==> src/rtl/spec_pkg.sv <==
// spec_pkg
// Shared types and constants for the pipeline shadow scoreboards.
//   dii_id           : instruction sequence id at its default width
//   inflight_entry_t : one tracked instruction {seq, rd, rd_valid}
//   ERR_*            : bit positions inside the sticky error vector
//   next_seq         : modulo-increment helper for sequence ids
package spec_pkg;

  localparam int DII_W  = 23;
  localparam int DEF_RD_W = 5;

  typedef logic [DII_W-1:0] dii_id;

  typedef struct packed {
    dii_id               seq;
    logic [DEF_RD_W-1:0] rd;
    logic                rd_valid;
  } inflight_entry_t;

  localparam int ERR_OVF = 0;
  localparam int ERR_UNF = 1;
  localparam int ERR_ORD = 2;
  localparam int ERR_RD  = 3;
  localparam int ERR_GAP = 4;
  localparam int ERR_W   = 5;

  // Sequence ids wrap naturally at their own width.
  function automatic dii_id next_seq(input dii_id cur);
    return cur + dii_id'(1);
  endfunction

endpackage

==> src/rtl/spec_circ_fifo.sv <==
// spec_circ_fifo
// In-order circular buffer with an arbitrary entry type, shared by the
// shadow trackers. Within one cycle, pop is applied first, then clear,
// then push, so a clear discards everything that was stored before the
// edge while still accepting a same-cycle push.
// Ports:
//   clk, rst_n  : clock, asynchronous active-low reset
//   push        : write push_data at the tail (ignored if no room)
//   push_data   : entry to store
//   pop         : drop the head entry (ignored if empty)
//   clear       : discard all stored entries
//   head_data   : oldest stored entry (undefined when empty)
//   count       : registered occupancy
//   full, empty : registered occupancy flags
module spec_circ_fifo
  import spec_pkg::*;
#(
  parameter int  DEPTH   = 4,
  parameter type entry_t = logic
) (
  input  logic                   clk,
  input  logic                   rst_n,
  input  logic                   push,
  input  entry_t                 push_data,
  input  logic                   pop,
  input  logic                   clear,
  output entry_t                 head_data,
  output logic [$clog2(DEPTH):0] count,
  output logic                   full,
  output logic                   empty
);

  localparam int PTR_W = $clog2(DEPTH);
  localparam int CNT_W = PTR_W + 1;

  entry_t           mem [DEPTH];
  logic [PTR_W-1:0] head_q, tail_q;
  logic [PTR_W-1:0] head_d, tail_d;
  logic [CNT_W-1:0] count_q, count_d;
  logic             do_pop, do_push;
  logic [CNT_W-1:0] count_after_pop;

  // Work out which operations actually take effect this cycle and the
  // resulting pointers. Room for a push is judged after the pop/clear.
  always_comb begin
    do_pop          = pop && (count_q != '0);
    count_after_pop = count_q - CNT_W'(do_pop);
    do_push         = push && (clear || (count_after_pop != CNT_W'(DEPTH)));

    head_d  = head_q;
    tail_d  = tail_q;
    count_d = count_q;

    if (clear) begin
      head_d  = tail_q;
      count_d = '0;
    end else begin
      head_d  = head_q + PTR_W'(do_pop);
      count_d = count_after_pop;
    end

    if (do_push) begin
      tail_d  = tail_q + PTR_W'(1);
      count_d = count_d + CNT_W'(1);
    end
  end

  // Pointer and occupancy state.
  always_ff @(posedge clk or negedge rst_n) begin
    if (!rst_n) begin
      head_q  <= '0;
      tail_q  <= '0;
      count_q <= '0;
    end else begin
      head_q  <= head_d;
      tail_q  <= tail_d;
      count_q <= count_d;
    end
  end

  // Entry storage needs no reset: a slot is only read after it was written.
  always_ff @(posedge clk) begin
    if (do_push) begin
      mem[tail_q] <= push_data;
    end
  end

  assign head_data = mem[head_q];
  assign count     = count_q;
  assign full      = (count_q == CNT_W'(DEPTH));
  assign empty     = (count_q == '0);

endmodule

==> src/rtl/spec_inflight_tracker.sv <==
// spec_inflight_tracker
// Shadow scoreboard for the pipeline: every instruction leaving stage 1 is
// recorded in order, and every stage-3 retirement must match the oldest
// recorded instruction. Any violation sets a sticky error bit, and the
// sequence id involved in the first error is kept for debug.
// Ports:
//   CLK, RST_N          : clock, asynchronous active-low reset
//   iss_*               : instruction leaving stage 1 (seq, rd, rd_valid)
//   ret_*               : instruction retiring from stage 3
//   flush               : pipeline redirect, kills all in-flight entries
//   count, full, empty  : registered occupancy
//   err                 : sticky {gap, rd, order, underflow, overflow}
//   err_seq             : sequence id captured with the first error
module spec_inflight_tracker
  import spec_pkg::*;
#(
  parameter int DEPTH = 4,
  parameter int SEQ_W = 23,
  parameter int RD_W  = 5
) (
  input  logic                   CLK,
  input  logic                   RST_N,
  input  logic                   iss_valid,
  input  logic [SEQ_W-1:0]       iss_seq,
  input  logic [RD_W-1:0]        iss_rd,
  input  logic                   iss_rd_valid,
  input  logic                   ret_valid,
  input  logic [SEQ_W-1:0]       ret_seq,
  input  logic [RD_W-1:0]        ret_rd,
  input  logic                   ret_rd_valid,
  input  logic                   flush,
  output logic [$clog2(DEPTH):0] count,
  output logic                   full,
  output logic                   empty,
  output logic [ERR_W-1:0]       err,
  output logic [SEQ_W-1:0]       err_seq
);

  localparam int CNT_W = $clog2(DEPTH) + 1;

  typedef struct packed {
    logic [SEQ_W-1:0] seq;
    logic [RD_W-1:0]  rd;
    logic             rd_valid;
  } entry_t;

  entry_t           iss_entry;
  entry_t           head_entry;
  logic [CNT_W-1:0] fifo_count;
  logic             fifo_full;
  logic             fifo_empty;
  logic             ret_pop;
  logic             iss_push;
  logic             full_after;
  logic [ERR_W-1:0] err_set;
  logic [SEQ_W-1:0] expect_seq;
  logic             have_last;
  logic [SEQ_W-1:0] last_seq;

  spec_circ_fifo #(
    .DEPTH   (DEPTH),
    .entry_t (entry_t)
  ) u_fifo (
    .clk       (CLK),
    .rst_n     (RST_N),
    .push      (iss_push),
    .push_data (iss_entry),
    .pop       (ret_pop),
    .clear     (flush),
    .head_data (head_entry),
    .count     (fifo_count),
    .full      (fifo_full),
    .empty     (fifo_empty)
  );

  // Evaluate the cycle as retire, then flush, then issue. A retirement only
  // ever sees entries stored before this edge, so an instruction cannot
  // issue and retire in the same cycle. Mismatched retirements still pop so
  // that one bad retirement does not cascade into every later comparison.
  always_comb begin
    err_set    = '0;
    ret_pop    = 1'b0;
    iss_push   = 1'b0;
    full_after = 1'b0;
    expect_seq = last_seq + SEQ_W'(1);
    iss_entry  = '{seq: iss_seq, rd: iss_rd, rd_valid: iss_rd_valid};

    if (ret_valid) begin
      if (fifo_empty) begin
        err_set[ERR_UNF] = 1'b1;
      end else begin
        ret_pop = 1'b1;
        if (head_entry.seq != ret_seq) begin
          err_set[ERR_ORD] = 1'b1;
        end
        if ((head_entry.rd_valid != ret_rd_valid) ||
            (head_entry.rd_valid && ret_rd_valid && (head_entry.rd != ret_rd))) begin
          err_set[ERR_RD] = 1'b1;
        end
      end
    end

    full_after = !flush && ((fifo_count - CNT_W'(ret_pop)) == CNT_W'(DEPTH));

    if (iss_valid) begin
      if (full_after) begin
        err_set[ERR_OVF] = 1'b1;
      end else begin
        iss_push = 1'b1;
      end
      if (have_last && (iss_seq != expect_seq)) begin
        err_set[ERR_GAP] = 1'b1;
      end
    end
  end

  // Sticky errors and sequence continuity. The continuity history survives
  // a flush on purpose: a redirect must not be able to hide a skipped id.
  // err_seq prefers the retiring id because retire is evaluated first.
  always_ff @(posedge CLK or negedge RST_N) begin
    if (!RST_N) begin
      err       <= '0;
      err_seq   <= '0;
      have_last <= 1'b0;
      last_seq  <= '0;
    end else begin
      err <= err | err_set;
      if ((err == '0) && (err_set != '0)) begin
        if (err_set[ERR_UNF] || err_set[ERR_ORD] || err_set[ERR_RD]) begin
          err_seq <= ret_seq;
        end else begin
          err_seq <= iss_seq;
        end
      end
      if (iss_valid) begin
        last_seq  <= iss_seq;
        have_last <= 1'b1;
      end
    end
  end

  assign count = fifo_count;
  assign full  = fifo_full;
  assign empty = fifo_empty;

endmodule
==> config.mk <==
export PLATFORM = sky130hd
export DESIGN_NAME = spec_inflight_tracker
export DESIGN_NICKNAME = d
export VERILOG_FILES = /design/src/rtl/spec_pkg.sv /design/src/rtl/spec_circ_fifo.sv /design/src/rtl/spec_inflight_tracker.sv
export SDC_FILE = /design/constraint.sdc
export NUM_CORES = 1
export LEC_CHECK = 0
export ABC_AREA = 1
export CELL_PAD_IN_SITES_DETAIL_PLACEMENT = 1
export CELL_PAD_IN_SITES_GLOBAL_PLACEMENT = 2
export CORE_MARGIN = 3
export CORE_UTILIZATION = 35
export DETAILED_ROUTE_END_ITERATION = 16
export GPL_TIMING_DRIVEN = 0
export PLACE_DENSITY_LB_ADDON = 0.1
export SKIP_LAST_GASP = 1
export SLEW_MARGIN = 20
export SYNTH_ARGS = -nofsm -noshare
export SYNTH_HDL_FRONTEND = slang
export SYNTH_SLANG_ARGS = --single-unit
==> constraint.sdc <==
create_clock -name CLK -period 4.4 [get_ports CLK]
set_input_delay 1.32 -clock CLK [delete_from_list [all_inputs] [get_ports CLK]]
set_output_delay 1.32 -clock CLK [all_outputs]
set_load 0.05 [all_outputs]
Yosys cells after proc, flatten, opt, wreduce, memory -nomap -nowiden --
Memories as Yosys holds them, arrays and structs flattened. Cells that the tools add are included.
Storage, ports and cells: word-level logic and storage cells 57, bits in registers 59, bits in writable memories 116, memories kept 1, bits of input ports 63
Cells by class: bitwise gates (word level) 1, add/subtract/negate cells 6, eq/ne operators 7, reductions and logical operators 16, muxes and demuxes 19
Memory list:
- u_fifo.mem | words 4, bits a word 29, rd ports 1, clocked after memory_dff 0, wr ports 1, RTL line spec_circ_fifo.sv:36 | entry_t mem [DEPTH];
Operators by type and width (count):
- 23-bit inequality test | 2
- 23-bit by 1-bit adder with 23-bit output (second input constant) | 1
- 23-bit two-way mux | 1
- 1-bit two-way mux | 13
- 3-bit two-way mux | 3
- 1-bit logical AND | 7
- 3-bit == test (second input constant) | 2
- 3-bit by 1-bit subtractor with 3-bit output | 2
- 5-bit logical NOT | 1
- 5-bit inequality test | 1
- 5-bit OR | 1
- 5-bit nonzero test | 1
- 1-bit logical OR | 4
- 2-bit two-way mux | 2
- 3-bit by 1-bit adder with 3-bit output (second input constant) | 1
- 3-bit logical NOT | 1
- 3-bit inequality test (second input constant) | 1
- 3-bit nonzero test | 1
- 2-bit by 1-bit adder with 2-bit output | 1
- 2-bit by 1-bit adder with 2-bit output (second input constant) | 1
- 1-bit logical NOT | 1
- 1-bit inequality test | 1

Depth between registers and ports, before layout --
depth after elaboration 11, mapped depth 21

Cells and area by module --
A second synthesis with hierarchy kept.
Unflattened totals: cell total of the unflattened synthesis 905, area, all modules 8675.8 um^2
By module, submodules not included:
- spec_circ_fifo | cells each 345, sequential area each 3658.5 um^2, area each 4963.5 um^2, times used 1
- spec_inflight_tracker | cells each 560, sequential area each 1301.2 um^2, area each 3712.3 um^2, times used 1

Least setup slack after synthesis --
No wires, ideal clock.
kind register -> register, start point register u_fifo.count_q[1], in the netlist u_fifo.count[1], end point memory u_fifo.mem[0][0] (netlist bit) (enable), arrival time 4524 ps, buffers on the path 0, cell stages (with the launch flop) 10, data required time 3985 ps, period minus slack after synthesis 4939 ps, slack -539 ps, cell sequence dfrtp_1 nor3_1 nor2_1 ha_1 ha_1 nor2_1 nor2_1 nand3_1 nand3_1 nor2_1
On the way: word-level cells in the longest chain between the ends 11
RTL lines:
- start, declared | RTL line spec_circ_fifo.sv:39 | logic [CNT_W-1:0] count_q, count_d;
- start signal, assigned | RTL line spec_circ_fifo.sv:77 | count_q <= count_d;
- 3-bit logical NOT (*) | RTL line spec_circ_fifo.sv:91 | assign empty = (count_q == '0);
- net empty | RTL line spec_inflight_tracker.sv:34 | output logic empty,
- 1-bit two-way mux (*) | RTL line spec_inflight_tracker.sv:89 | if (fifo_empty) begin
- 1-bit two-way mux (*) | RTL line spec_inflight_tracker.sv:88 | if (ret_valid) begin
- 3-bit by 1-bit subtractor with 3-bit output | RTL line spec_inflight_tracker.sv:103 | full_after = !flush && ((fifo_count - CNT_W'(ret_pop)) == CNT_W'(DEPTH));
- 3-bit == test | RTL line spec_inflight_tracker.sv:103
- 1-bit logical AND | RTL line spec_inflight_tracker.sv:103
- 1-bit two-way mux | RTL line spec_inflight_tracker.sv:106 | if (full_after) begin
- 1-bit two-way mux | RTL line spec_inflight_tracker.sv:105 | if (iss_valid) begin
- 1-bit logical AND (*) | RTL line spec_circ_fifo.sv:48 | do_push = push && (clear || (count_after_pop != CNT_W'(DEPTH)));
- 1-bit two-way mux (*) | RTL line spec_circ_fifo.sv:83 | if (do_push) begin
- 1-bit two-way mux (implied by the code) (*) | RTL line spec_circ_fifo.sv:84 | mem[tail_q] <= push_data;
- end, declared | RTL line spec_circ_fifo.sv:36
The timed path passes the listed nets; every way through them passes the cells marked *.

Worst setup path in the final report --
start point input port ret_valid, end point memory u_fifo.mem[1][13] (netlist bit) (enable)
On the way: word-level cells in the longest chain between the ends 9
RTL lines:
- start, declared | RTL line spec_inflight_tracker.sv:27 | input logic ret_valid,
- 1-bit two-way mux (*) | RTL line spec_inflight_tracker.sv:88
- 3-bit by 1-bit subtractor with 3-bit output | RTL line spec_inflight_tracker.sv:103
- 3-bit == test | RTL line spec_inflight_tracker.sv:103
- 1-bit logical AND | RTL line spec_inflight_tracker.sv:103
- 1-bit two-way mux | RTL line spec_inflight_tracker.sv:106
- 1-bit two-way mux | RTL line spec_inflight_tracker.sv:105
- 1-bit logical AND (*) | RTL line spec_circ_fifo.sv:48
- 1-bit two-way mux (*) | RTL line spec_circ_fifo.sv:83
- 1-bit two-way mux (implied by the code) (*) | RTL line spec_circ_fifo.sv:84
Mark *: on every way between the ends. The rest lies on a longest branch, timed or not.

==> impl_metrics.toml <==
[layout]
final_util_pct = 45.08
synthToLayoutAreaGrowth_pct = 24.39
drive_gt1_share_pct = 7.297
insertedDiodeCount = 0
post-route-cell-area_sq_mm = 0.01074
fin_nets = 1172

[cts]
clock_latency_ns = 0.43
cts_hold_buf = 0
cts.sinks = 175
clk_pin_slew_worst_paths_ns = 0.07
cts_htree_levels = 4
cts-root-buf = "clkbuf_16"
cts_tree = "yes"
cts_resized = 0
cts_made_buffers = 17
clockBufferDepth = 2

[placed_design]
dp_hpwl_microns = 19590
gp_congestion = 0.7913
portBuffers = 94
dp_slack_ns = -0.3775
dpl_cell_area_sq_mm = 0.01011

[worst_setup_path]
critPathMaxFanout = 10
r2r-end = "err_seq[10]"
rrSetupSlack_ns = 1.10
startpoint = "ret_valid"
cp-start-kind = "primary input"
reg2reg_depth = 16
critPathKind = "primary input to flip-flop"
endpoint = "u_fifo.mem[1][13]"
crit_required_ns = 4.52
cp.arrival_ns = 4.12
reg2reg_from = "u_fifo.head_q[1]"
cp-end-kind = "flip-flop"

[synth]
yosysWarningCount = 0
synth_seq_cells = 175
yosysTopAreaCellShare_pct = 40.34
syn_inst = 976
ys_types = 30
synth_top_area_cell = "edfxtp_1"
ys_seq_area_share_pct = 57.44
synthesis.nets = 1050
syn_avg_cell_area_sq_um = 8.847
syn_area_sq_mm = 0.008635
ys_top_cells_by_area = "edfxtp_1, nand2_1, dfrtp_1, nand3_1, inv_1"

[sta]
hold_slack_ns = 0.4739
hold_viol_final = 0
fin_crit_ns = 4.000
clock_skew_ns = 0.01306
worstMarginPinSlew_ns = 1.126
setup_ws_ns = 0.3997
post-route-period-util_pct = 90.92
setup_viol = 0
fin_tns_setup_ns = 0
max_slew_margin_pct = 24.36
rsz0062_at_grt = "no"
drv_slew = 0
fmax_mhz = 250.0

[floorplan]
die_y_microns = 163.1
die_x_microns = 163.1
initial_core_util_pct = 36.24
dieArea_sq_mm = 0.02659
core_sq_mm = 0.02382
rows = 56
io_pins = 96

[run]
max_cap_viol_count = 0

[routing]
num_vias = 7014
post_drt_wl_per_cell_microns = 18.88
antenna_left = 0
drt_wl_total_microns = 26980
drtIter0Drc = 392
dr.pass1.iters = 4
drcViolationCount = 0
viasPerCell = 4.908

[grt]
first_global_vias = 7182
grtUsageTotal_pct = 21.23
antenna_found_initial = 1
overflow = 0
grt_start_max_net_pins = 45
grt_pass1_wl_microns = 42090

[pwr]
p_per_area_mw_per_mm2 = 556.2
worst_ir_drop_vdd_mv = 0.2751
leakagePower_nw = 4.741

[hold_path]
hold_path_class = "flip-flop to flip-flop"
holdCritStartpoint = "have_last"

[status]
status = "completed"
kinds of logic after synthesis:
group | synth area share (%)
adder cells (fa/ha/maj) | 1.594
AO/OA/AOI/OAI | 1.768
buffers and inverters | 4.796
XOR/XNOR | 3.144
flip-flops | 57.44
multiplexers | 0.1304
AND/OR/NAND/NOR | 31.13
final cells by class:
class / count / area, sq um
buffer: 36 / 200.2
clock buffer: 17 / 425.4
clock inverter: 14 / 157.7
fill: 2795 / 13080
inverter: 57 / 214.0
multi-input combinational: 708 / 3296
sequential: 175 / 4960
tap: 319 / 399.1
timing repair buffer: 103 / 1089
cells in the mapped netlist:
cell	number
nand2_1	409
nand3_1	130
edfxtp_1	116
dfrtp_1	59
inv_1	55
nor2_1	53
nand3b_1	23
o21ai_0	22
buf_2	19
xor2_1	18
xnor2_1	13
ha_1	11
clkbuf_1	10
nor3_1	7
nand4_1	6
buf_6	5
nand2_2	3
o21bai_1	3
inv_2	2
or2_2	2
a21oi_1	1
and2_1	1
buf_1	1
buf_4	1
mux2_2	1
nor2_2	1
nor3b_1	1
nor4_1	1
o21ai_2	1
o22ai_1	1
layout by cell type (no fill, tap or decap), drive strengths merged:
master         count
nand3b            23
nor3b              1
bufinv             2
or2                2
o21bai             3
clkdlybuf4s50     93
clkinvlp           3
nand4              6
mux2               1
a21oi              1
clkinv             4
buf               36
inv               62
nor3               7
edfxtp           116
o22ai              1
nor4               1
xor2              18
clkbuf            27
o21ai             23
nand3            130
and2               1
nor2              54
xnor2             13
ha                11
dfrtp             59
nand2            412
worst min path at each step:
stage / endpoint / cells past startpoint
4_1_cts: have_last / 1
6_report: have_last / 1
5_1_grt: have_last / 1
3_5_place_dp: have_last / 1
3_3_place_gp: have_last / 1
2_1_floorplan: have_last / 1
registers in the layout, summed over array words and instances (netlist names):
name / cells
u_fifo.tail_q: 2
err: 5
u_fifo.head_q: 2
u_fifo.mem: 116
err_seq: 23
have_last: 1
last_seq: 23
u_fifo.count: 3
worst max-delay path, cell delays in order:
cell             delay, ns
clkdlybuf4s50_1       0.52
inv_1                 0.05
nor2_1                0.45
ha_1                  0.26
ha_1                  0.17
nand2_1               0.05
nand2_1               0.06
nor2_1                0.06
nand3_1               0.08
nand3_1               0.50
nor2_4                0.32
buf_4                 0.26
where the power goes:
group / internal (W) / switching (W)
Combinational: 0.000735 / 0.00155
Clock: 0.000845 / 0.000683
Sequential: 0.00206 / 0.000102
per-stage QoR:
stage	instances	total power [W]
floorplan	976	0.003656
global placement	1389	0.004390
detailed placement	1394	0.004496
CTS	1425	0.006031
global route	1429	0.006419
finish	1429	0.005973
per-layer routing:
metal / global-route usage [%] / part of all wire, % / vias up
li1: - / - / 3442
met1: 29.45 / 48 / 3440
met2: 35.22 / 47 / 113
met3: 3.094 / 3.2 / 19
met4: 5.267 / 1.2 / 0
met5: 0 / 0 / -
what timing repair did:
action | CTS | global route
setup buffers | 0 | 4
hold endpoints to repair | 0 | 0
setup endpoints to repair | 0 | 77
No activity file was read; power rests on OpenSTA's default activity.
